$ cat src/rtl/seq_det_pkg.sv
// seq_det_pkg: shared definitions for the frame-level sequence-detector
// controller. Holds the controller state encoding and default widths.
package seq_det_pkg;

  localparam int DEF_DATA_W = 8;
  localparam int DEF_LEN_W  = 8;
  localparam int DEF_CNT_W  = 6;

  typedef enum logic [2:0] {
    IDLE  = 3'd0,
    CLEAR = 3'd1,
    LOAD  = 3'd2,
    SHIFT = 3'd3,
    DRAIN = 3'd4,
    DONE  = 3'd5
  } state_e;

endpackage

$ cat src/rtl/seq_det_serializer.sv
// seq_det_serializer: parallel-in, serial-out shift register, MSB first.
//   i_clk, i_reset : clock, synchronous active-high reset
//   i_load         : capture i_word, bit index restarts at DATA_W-1
//   i_shift        : shift left one bit, bit index counts down
//   i_word         : word to capture
//   o_msb          : current serial bit (shreg MSB)
//   o_last         : current bit is the last bit of the word
// Load takes priority over shift, so a reload on the last-bit cycle
// streams the next word with no gap.
module seq_det_serializer
  import seq_det_pkg::*;
#(
  parameter int DATA_W = DEF_DATA_W
) (
  input  logic              i_clk,
  input  logic              i_reset,
  input  logic              i_load,
  input  logic              i_shift,
  input  logic [DATA_W-1:0] i_word,
  output logic              o_msb,
  output logic              o_last
);

  localparam int IDX_W = (DATA_W > 1) ? $clog2(DATA_W) : 1;

  logic [DATA_W-1:0] shreg_q, shreg_d;
  logic [IDX_W-1:0]  bit_idx_q, bit_idx_d;

  always_comb begin
    shreg_d   = shreg_q;
    bit_idx_d = bit_idx_q;
    if (i_load) begin
      shreg_d   = i_word;
      bit_idx_d = IDX_W'(DATA_W - 1);
    end else if (i_shift) begin
      shreg_d = shreg_q << 1;
      if (bit_idx_q != '0) bit_idx_d = bit_idx_q - IDX_W'(1);
    end
  end

  always_ff @(posedge i_clk) begin
    if (i_reset) begin
      shreg_q   <= '0;
      bit_idx_q <= '0;
    end else begin
      shreg_q   <= shreg_d;
      bit_idx_q <= bit_idx_d;
    end
  end

  assign o_msb  = shreg_q[DATA_W-1];
  assign o_last = (bit_idx_q == '0);

endmodule

$ cat src/rtl/seq_detect_ctrl.sv
// seq_detect_ctrl: feeds a bit-serial pattern detector from a byte stream,
// one frame at a time, and counts the detector's hits over the frame.
//   i_clk, i_reset       : clock, synchronous active-high reset
//   i_start, i_frame_len : frame request and word count (taken in IDLE)
//   i_word, i_word_valid, o_word_ready : upstream word handshake
//   o_det_data, o_det_valid, o_det_clear : serial feed to the detector
//   i_pattern_found      : detector hit pulse
//   o_busy, o_done       : not-idle level, end-of-frame pulse
//   o_hit_count, o_hit_ovf : saturating hit count and sticky saturation flag
// All outputs come from registers only; i_word_valid never reaches o_det_*.
module seq_detect_ctrl
  import seq_det_pkg::*;
#(
  parameter int DATA_W    = DEF_DATA_W,
  parameter int LEN_W     = DEF_LEN_W,
  parameter int CNT_W     = DEF_CNT_W,
  parameter int DRAIN_CYC = 2
) (
  input  logic              i_clk,
  input  logic              i_reset,
  input  logic              i_start,
  input  logic [LEN_W-1:0]  i_frame_len,
  input  logic [DATA_W-1:0] i_word,
  input  logic              i_word_valid,
  output logic              o_word_ready,
  output logic              o_det_data,
  output logic              o_det_valid,
  output logic              o_det_clear,
  input  logic              i_pattern_found,
  output logic              o_busy,
  output logic              o_done,
  output logic [CNT_W-1:0]  o_hit_count,
  output logic              o_hit_ovf
);

  localparam int              DRN_W   = $clog2(DRAIN_CYC + 1);
  localparam logic [CNT_W-1:0] CNT_MAX = '1;

  state_e            state_q, state_d;
  logic [LEN_W-1:0]  len_left_q, len_left_d;
  logic [DRN_W-1:0]  drain_q, drain_d;
  logic [CNT_W-1:0]  hit_cnt_q, hit_cnt_d;
  logic              hit_ovf_q, hit_ovf_d;

  logic word_ready;
  logic ser_load, ser_shift, ser_msb, ser_last;
  logic last_word;
  logic count_en;

  assign last_word = (len_left_q == LEN_W'(1));
  assign ser_load  = word_ready & i_word_valid;

  always_comb begin
    state_d    = state_q;
    len_left_d = len_left_q;
    drain_d    = drain_q;
    hit_cnt_d  = hit_cnt_q;
    hit_ovf_d  = hit_ovf_q;
    word_ready = 1'b0;
    ser_shift  = 1'b0;
    count_en   = 1'b0;

    case (state_q)
      IDLE: begin
        if (i_start) begin
          len_left_d = i_frame_len;
          hit_cnt_d  = '0;
          hit_ovf_d  = 1'b0;
          state_d    = CLEAR;
        end
      end
      CLEAR: begin
        state_d = (len_left_q == '0) ? DONE : LOAD;
      end
      LOAD: begin
        count_en   = 1'b1;
        word_ready = 1'b1;
        if (i_word_valid) state_d = SHIFT;
      end
      SHIFT: begin
        count_en  = 1'b1;
        ser_shift = 1'b1;
        if (ser_last) begin
          len_left_d = len_left_q - LEN_W'(1);
          if (last_word) begin
            drain_d = '0;
            state_d = DRAIN;
          end else begin
            // Offer the next word on the last bit so a waiting source
            // streams without a bubble.
            word_ready = 1'b1;
            if (!i_word_valid) state_d = LOAD;
          end
        end
      end
      DRAIN: begin
        count_en = 1'b1;
        if (drain_q == DRN_W'(DRAIN_CYC - 1)) state_d = DONE;
        else                                  drain_d = drain_q + DRN_W'(1);
      end
      DONE: begin
        count_en = 1'b1;
        state_d  = IDLE;
      end
      default: state_d = IDLE;
    endcase

    if (count_en && i_pattern_found) begin
      if (hit_cnt_q == CNT_MAX) begin
        hit_ovf_d = 1'b1;
      end else begin
        hit_cnt_d = hit_cnt_q + CNT_W'(1);
        if (hit_cnt_q == CNT_MAX - CNT_W'(1)) hit_ovf_d = 1'b1;
      end
    end
  end

  always_ff @(posedge i_clk) begin
    if (i_reset) begin
      state_q    <= IDLE;
      len_left_q <= '0;
      drain_q    <= '0;
      hit_cnt_q  <= '0;
      hit_ovf_q  <= 1'b0;
    end else begin
      state_q    <= state_d;
      len_left_q <= len_left_d;
      drain_q    <= drain_d;
      hit_cnt_q  <= hit_cnt_d;
      hit_ovf_q  <= hit_ovf_d;
    end
  end

  seq_det_serializer #(.DATA_W(DATA_W)) u_ser (
    .i_clk   (i_clk),
    .i_reset (i_reset),
    .i_load  (ser_load),
    .i_shift (ser_shift),
    .i_word  (i_word),
    .o_msb   (ser_msb),
    .o_last  (ser_last)
  );

  assign o_word_ready = word_ready;
  assign o_det_valid  = (state_q == SHIFT);
  assign o_det_data   = o_det_valid & ser_msb;
  assign o_det_clear  = (state_q == CLEAR);
  assign o_busy       = (state_q != IDLE);
  assign o_done       = (state_q == DONE);
  assign o_hit_count  = hit_cnt_q;
  assign o_hit_ovf    = hit_ovf_q;

endmodule

$ cat config.mk
export PLATFORM = sky130hd
export DESIGN_NAME = seq_detect_ctrl
export DESIGN_NICKNAME = d
export VERILOG_FILES = /design/src/rtl/seq_det_pkg.sv /design/src/rtl/seq_det_serializer.sv /design/src/rtl/seq_detect_ctrl.sv
export SDC_FILE = /design/constraint.sdc
export NUM_CORES = 1
export LEC_CHECK = 0
export CORE_AREA = 2 2 65 67
export DETAILED_ROUTE_END_ITERATION = 6
export DIE_AREA = 0 0 67 69
export PLACE_DENSITY = 0.77
export SKIP_CTS_REPAIR_TIMING = 1
export SYNTH_ARGS = -nofsm -noshare
export SYNTH_HDL_FRONTEND = slang
export SYNTH_SLANG_ARGS = --single-unit
$ cat constraint.sdc
create_clock -name i_clk -period 2.3 [get_ports i_clk]
set_clock_uncertainty 0.2 [all_clocks]
set_input_delay 0.46 -clock i_clk [delete_from_list [all_inputs] [get_ports i_clk]]
set_output_delay 0.46 -clock i_clk [all_outputs]
set_load 0.005 [all_outputs]
After elaboration in Yosys (flattened, before gate mapping)

Index checks and enable logic that the tools add are counted.

Bits of input ports: 21
Flip-flop bits (word level): 31
Logic and storage cells: 78
Output and inout bits: 13

Bitwise gates (word level): 2
Add/subtract/negate cells: 4
Multiplexer cells: 34
Reduce and logical (&&, ||, !) cells: 15
Equal/unequal tests: 16

Operators by type and width:

| cell                                                | count |
|---|---|
| two-way mux 8 bit                                   | 4 |
| two-way mux 3 bit                                   | 10 |
| two-way mux 6 bit                                   | 4 |
| one-hot mux 8 bit (2 select lines)                  | 1 |
| one-hot mux 3 bit (5 select lines)                  | 1 |
| equality test 6 bit, second input constant          | 2 |
| two-way mux 1 bit                                   | 9 |
| equality test 8 x 1 -> 1 bit, second input constant | 1 |
| zero test 8 bit                                     | 1 |
| != test 2 bit, second input constant                | 4 |
| nonzero test 2 bit                                  | 4 |
| subtractor 8 x 1 -> 8 bit, second input constant    | 1 |
| adder 6 x 1 -> 6 bit, second input constant         | 1 |
| equality test 3 x 2 -> 1 bit, second input constant | 2 |
| equality test 3 bit, second input constant          | 2 |
| zero test 3 bit                                     | 2 |
| two-way mux 2 bit                                   | 3 |
| nonzero test 3 bit                                  | 2 |
| AND reduction 5 bit                                 | 1 |
| != test 2 x 1 -> 1 bit, second input constant       | 2 |
| one-hot mux 2 bit (2 select lines)                  | 1 |
| AND reduction 4 bit                                 | 1 |
| OR reduction 4 bit                                  | 1 |
| equality test 3 x 1 -> 1 bit, second input constant | 1 |
| other kinds (9)                                     | 10 |

Depth between registers and ports, before layout

Depth in word-level cells: 7
Gate-level depth with buffers: 7
Gate-level depth less buffers: 6

Hierarchy

Synthesis repeated with hierarchy kept, for this count alone.

Cells, all modules: 234
Area total of the unflattened synthesis: 1920.6 um^2

By module, submodules not included:

| module             | seq. area each (um^2) | cells each | area each (um^2) | times used |
|---|---|---|---|---|
| seq_detect_ctrl    | 400.4                 | 172        | 1320.0           | 1 |
| seq_det_serializer | 220.2                 | 62         | 600.6            | 1 |

Worst setup path before layout

No wires, ideal clock.

Path kind: flip-flop to output port
Start point: reg len_left_q[1]
End point: out o_word_ready
Arrival: 1.337 ns
Path buffers: 0
Required time: 1.640 ns
Cell stages (with the launch flop): 6
Path slack: 0.303 ns
Path through: dfxtp_1 > inv_1 > ha_1 > nor4b_4 > a211o_1 > a21boi_0

Word-level cells in the longest chain between the ends: 4

Ends and longest elaborated chain:

| item                               | RTL line               | source |
|---|---|---|
| from (decl)                        | seq_detect_ctrl.sv:40  | `logic [LEN_W-1:0] len_left_q, len_left_d;` |
| from (signal assigned)             | seq_detect_ctrl.sv:127 | `len_left_q <= len_left_d;` |
| equality test 8 x 1 -> 1 bit       | seq_detect_ctrl.sv:50  | `assign last_word = (len_left_q == LEN_W'(1));` |
| two-way mux 1 bit                  | seq_detect_ctrl.sv:85  | `if (last_word) begin` |
| two-way mux 1 bit                  | seq_detect_ctrl.sv:83  | `if (ser_last) begin` |
| one-hot mux 1 bit (2 select lines) | seq_detect_ctrl.sv:63  | `case (state_q)` |
| to (decl)                          | seq_detect_ctrl.sv:25  | `output logic o_word_ready,` |

Every way passes these cells.

Worst setup path after layout

Start point: reg state_q[0]
End point: out o_det_clear

Word-level cells in the longest chain between the ends: 1

Ends and longest elaborated chain:

| item                         | RTL line               | source |
|---|---|---|
| from (decl)                  | seq_detect_ctrl.sv:39  | `state_e state_q, state_d;` |
| from (signal assigned)       | seq_detect_ctrl.sv:126 | `state_q <= state_d;` |
| equality test 3 x 1 -> 1 bit | seq_detect_ctrl.sv:147 | `assign o_det_clear = (state_q == CLEAR);` |
| to (decl)                    | seq_detect_ctrl.sv:28  | `output logic o_det_clear,` |

Every way passes these cells.

==> results.md <==
* WP data required at about 1600 ps
* WHS Path Cells at 2
* Synth area leader: dfxtp_1
* Part of the Yosys area used for sequential elements at 31.2%
* Crit path capture type: primary output
* Yosys reg bits at 31
* Number of buffers created by CTS at 5
* Ys async rst share at 0%
* Placed insts at ~330
* DR WL/cell at 14.5 µm
* H-tree levels at 2
* Yosys warns at 0
* Clk buf depth at 2
* Avg Vias per Cell at 5.74
* Dpl hpwl at 3610 µm
* Synth Area per Inst at approximately 8.4 µm²
* FMAX at roughly 450 MHz
* Worst-Margin Slew at 634 ps
* Vias at 1,952
* Die area at about 4600 µm²
* R2R depth at 7
* Setup_tns at 0 ps
* CP max stage delay at about 530 ps
* Router iterations before antenna repair at 4
* RSZ-0062 raised after global routing: false
* Slew Viols, Final at 0
* Die X-Extent at 67 µm
* Crit path depth at 4
* Initial Util at 50.8%
* Synth top cells by count: 31 x dfxtp_1, 29 x nand2_1, 22 x a21oi_1
* DRT Wirelength at 4940 µm
* Flop pwr share at about a third
* Ranking of synthesized cells by area: dfxtp_1 31%, ha_1 5.7%, a21oi_1 5.5%
* PD cells at between 800 and 900 nW/µm²
* Post-synth cell types at 52
* Crit-path slowest cell: clkdlybuf4s50_1
* Dpl ws at -93.8 ps
* Clock root buffer: clkbuf_8
* Buf/Inv on CP at 3
* First-pass GRT wire length at around 8300 µm
* Comb power frac at 48.5%
* Initial antenna violation count at 0
* Sw power at 0.836 mW
* Worst-path clk slew at roughly 70 ps
* Grt total ovfl at 0
* Setup CP Type: flop to primary output
* Routability cong. at approximately 0.9
* PnR worst setup slack at 71.5 ps
* Dominant synthesized flop cell: dfxtp_1
* P&R area growth vs syn at 32.9%
* Sw frac at a little under two fifths
* WHS at around 260 ps
* CTS tree: built
* Rel. slew slack at a little under three fifths
* Max_cap viols at 0
* Vias in the first global route at 1,853
* Leading cell type by number of instances after synthesis: dfxtp_1
* Cell leakage power at just under 1 nW
* R2R setup slack at roughly 170 ps
* Largest delay share family, worst path: buffers and inverters
* Skew-Pair Late Insertion Delay at about 280 ps
* Chip height at 69 µm
* Share of the synthesized area in the top cell type at a little under a third
* GRT Total Usage at a little under a quarter
* Initial drt markers at roughly 130
* TritonCTS Sinks at 31
* Crit-path cells: buf_6, inv_1, nor3_1, clkdlybuf4s50_1
* Core Rows at 23
* Finished Layout Cells at between 300 and 400
* Worst R2R Start: len_left_q[1]$_SDFFE_PP0P_
* Crit path from: state_q[0]$_SDFFE_PP0P_
* Drc violations at 0
* Core Region at ~4000 µm²
* Top-level I/O count at 34
* Crit start category: flop
* Final-report setup violation count at 0
* Syn Inst Count at 236
* Number of synthesized flops with an enable pin at 0
* Layout cells sized above 1 at about a fifth
* Reg-to-reg endpoint: u_ser.shreg_q[2]$_SDFFE_PP0P_
* Port bufs at 33
* P_int at roughly 1.4 mW
* Fin nets at between 300 and 400
* Final Hold Viols at 0
* Cell area after synthesis at just under 2000 µm²
* Tmin final at 2230 ps
* CP Max Fanout at 9
* Hold Crit Class: flop to flop
* Routed Antenna Nets at 0
* CP endpoint: o_det_clear
* Largest net degree at the start of global routing at 25
* Mapped Nets at 266
* Utilization after layout at roughly two thirds
* Final period util at between 90% and 100%
* Worst Path Arrival at about 1600 ps
* Ant. Diodes at 0
* Worst vdd ir at about 0.44 mV
* Clk pwr share at between 20% and 30%
* Status: finished clean
-- routing by layer --
layer | GRT usage [%] | vias up | wire length [µm]
met5 | 0 | - | 0
met4 | 6.58 | 0 | 28
met3 | 5.87 | 4 | 288
met2 | 35.0 | 58 | 2350
met1 | 30.7 | 910 | 2270
li1 | - | 980 | -
-- registers in the layout (all words and copies together) (netlist names) --
name,flops
u_ser.shreg_q,8
o_hit_ovf,1
len_left_q,8
drain_q,2
state_q,3
u_ser.bit_idx_q,3
o_hit_count,6
-- kinds of logic after synthesis --
kind of cell	after synthesis	synth area share [%]
AND/OR/NAND/NOR	87	25.0
adder cells (fa/ha/maj)	9	5.67
buffers and inverters	24	5.23
AO/OA/AOI/OAI	79	29.8
XOR/XNOR	2	0.882
multiplexers	4	2.14
flip-flops	31	31.2
-- power groups by stage --
| stage | Clock, mW | Sequential, mW | Combinational (mW) |
|---|---|---|---|
| floorplan | 0 | 0.691 | 0.658 |
| global placement | 0 | 0.686 | 1.03 |
| detailed placement | 0 | 0.688 | 1.04 |
| CTS | 0.447 | 0.678 | 1.05 |
| global route | 0.473 | 0.701 | 1.17 |
| finish | 0.441 | 0.689 | 1.06 |
-- per-stage QoR --
stage / power (mW) / cell area, µm²
6_report: 2.19 / 2640
5_1_grt: 2.34 / 2640
4_1_cts: 2.18 / 2620
3_5_place_dp: 1.73 / 2530
3_3_place_gp: 1.72 / 2530
2_1_floorplan: 1.35 / 1990
-- layout by cell type, fill, tap and decap left out, types with 5 or more instances in the layout --
cell type / n
a21oi_1: 22
inv_1: 10
nand4_1: 5
nor2b_1: 5
a21o_1: 6
clkdlybuf4s50_1: 29
nor3_1: 6
buf_4: 25
nor2_1: 8
o21ai_0: 12
nand2_1: 29
dfxtp_1: 27
ha_1: 9
a211oi_1: 9
a311oi_2: 7
clkbuf_8: 6
nand3_1: 8
-- tightest hold or removal path: cells and delay by family (launching register included) --
kind / cells / cell delay, ps
flip-flops: 1 / 310
AND/OR/NAND/NOR: 1 / 50
AO/OA/AOI/OAI: 1 / 50
-- cell type report --
cell class	instances	area [µm²]
inverters	11	41.3
clock buffers	6	82.6
fillers	356	1270
multi-input cells	181	1270
clock inverters	1	5.00
well taps	50	62.6
repair buffers	60	552
flip-flops and latches	31	626
-- worst min-delay path by stage --
stage | endpoint | startpoint | slack, ps
3_3_place_gp | o_hit_ovf$_SDFF_PP0_ | o_hit_ovf$_SDFF_PP0_ | 250
3_5_place_dp | o_hit_ovf$_SDFF_PP0_ | o_hit_ovf$_SDFF_PP0_ | 250
2_1_floorplan | o_hit_ovf$_SDFF_PP0_ | o_hit_ovf$_SDFF_PP0_ | 250
4_1_cts | o_hit_ovf$_SDFF_PP0_ | o_hit_ovf$_SDFF_PP0_ | 260
5_1_grt | o_hit_ovf$_SDFF_PP0_ | o_hit_ovf$_SDFF_PP0_ | 310
6_report | o_hit_ovf$_SDFF_PP0_ | o_hit_ovf$_SDFF_PP0_ | 260
Note: power is estimated with default switching activity, not from simulation.
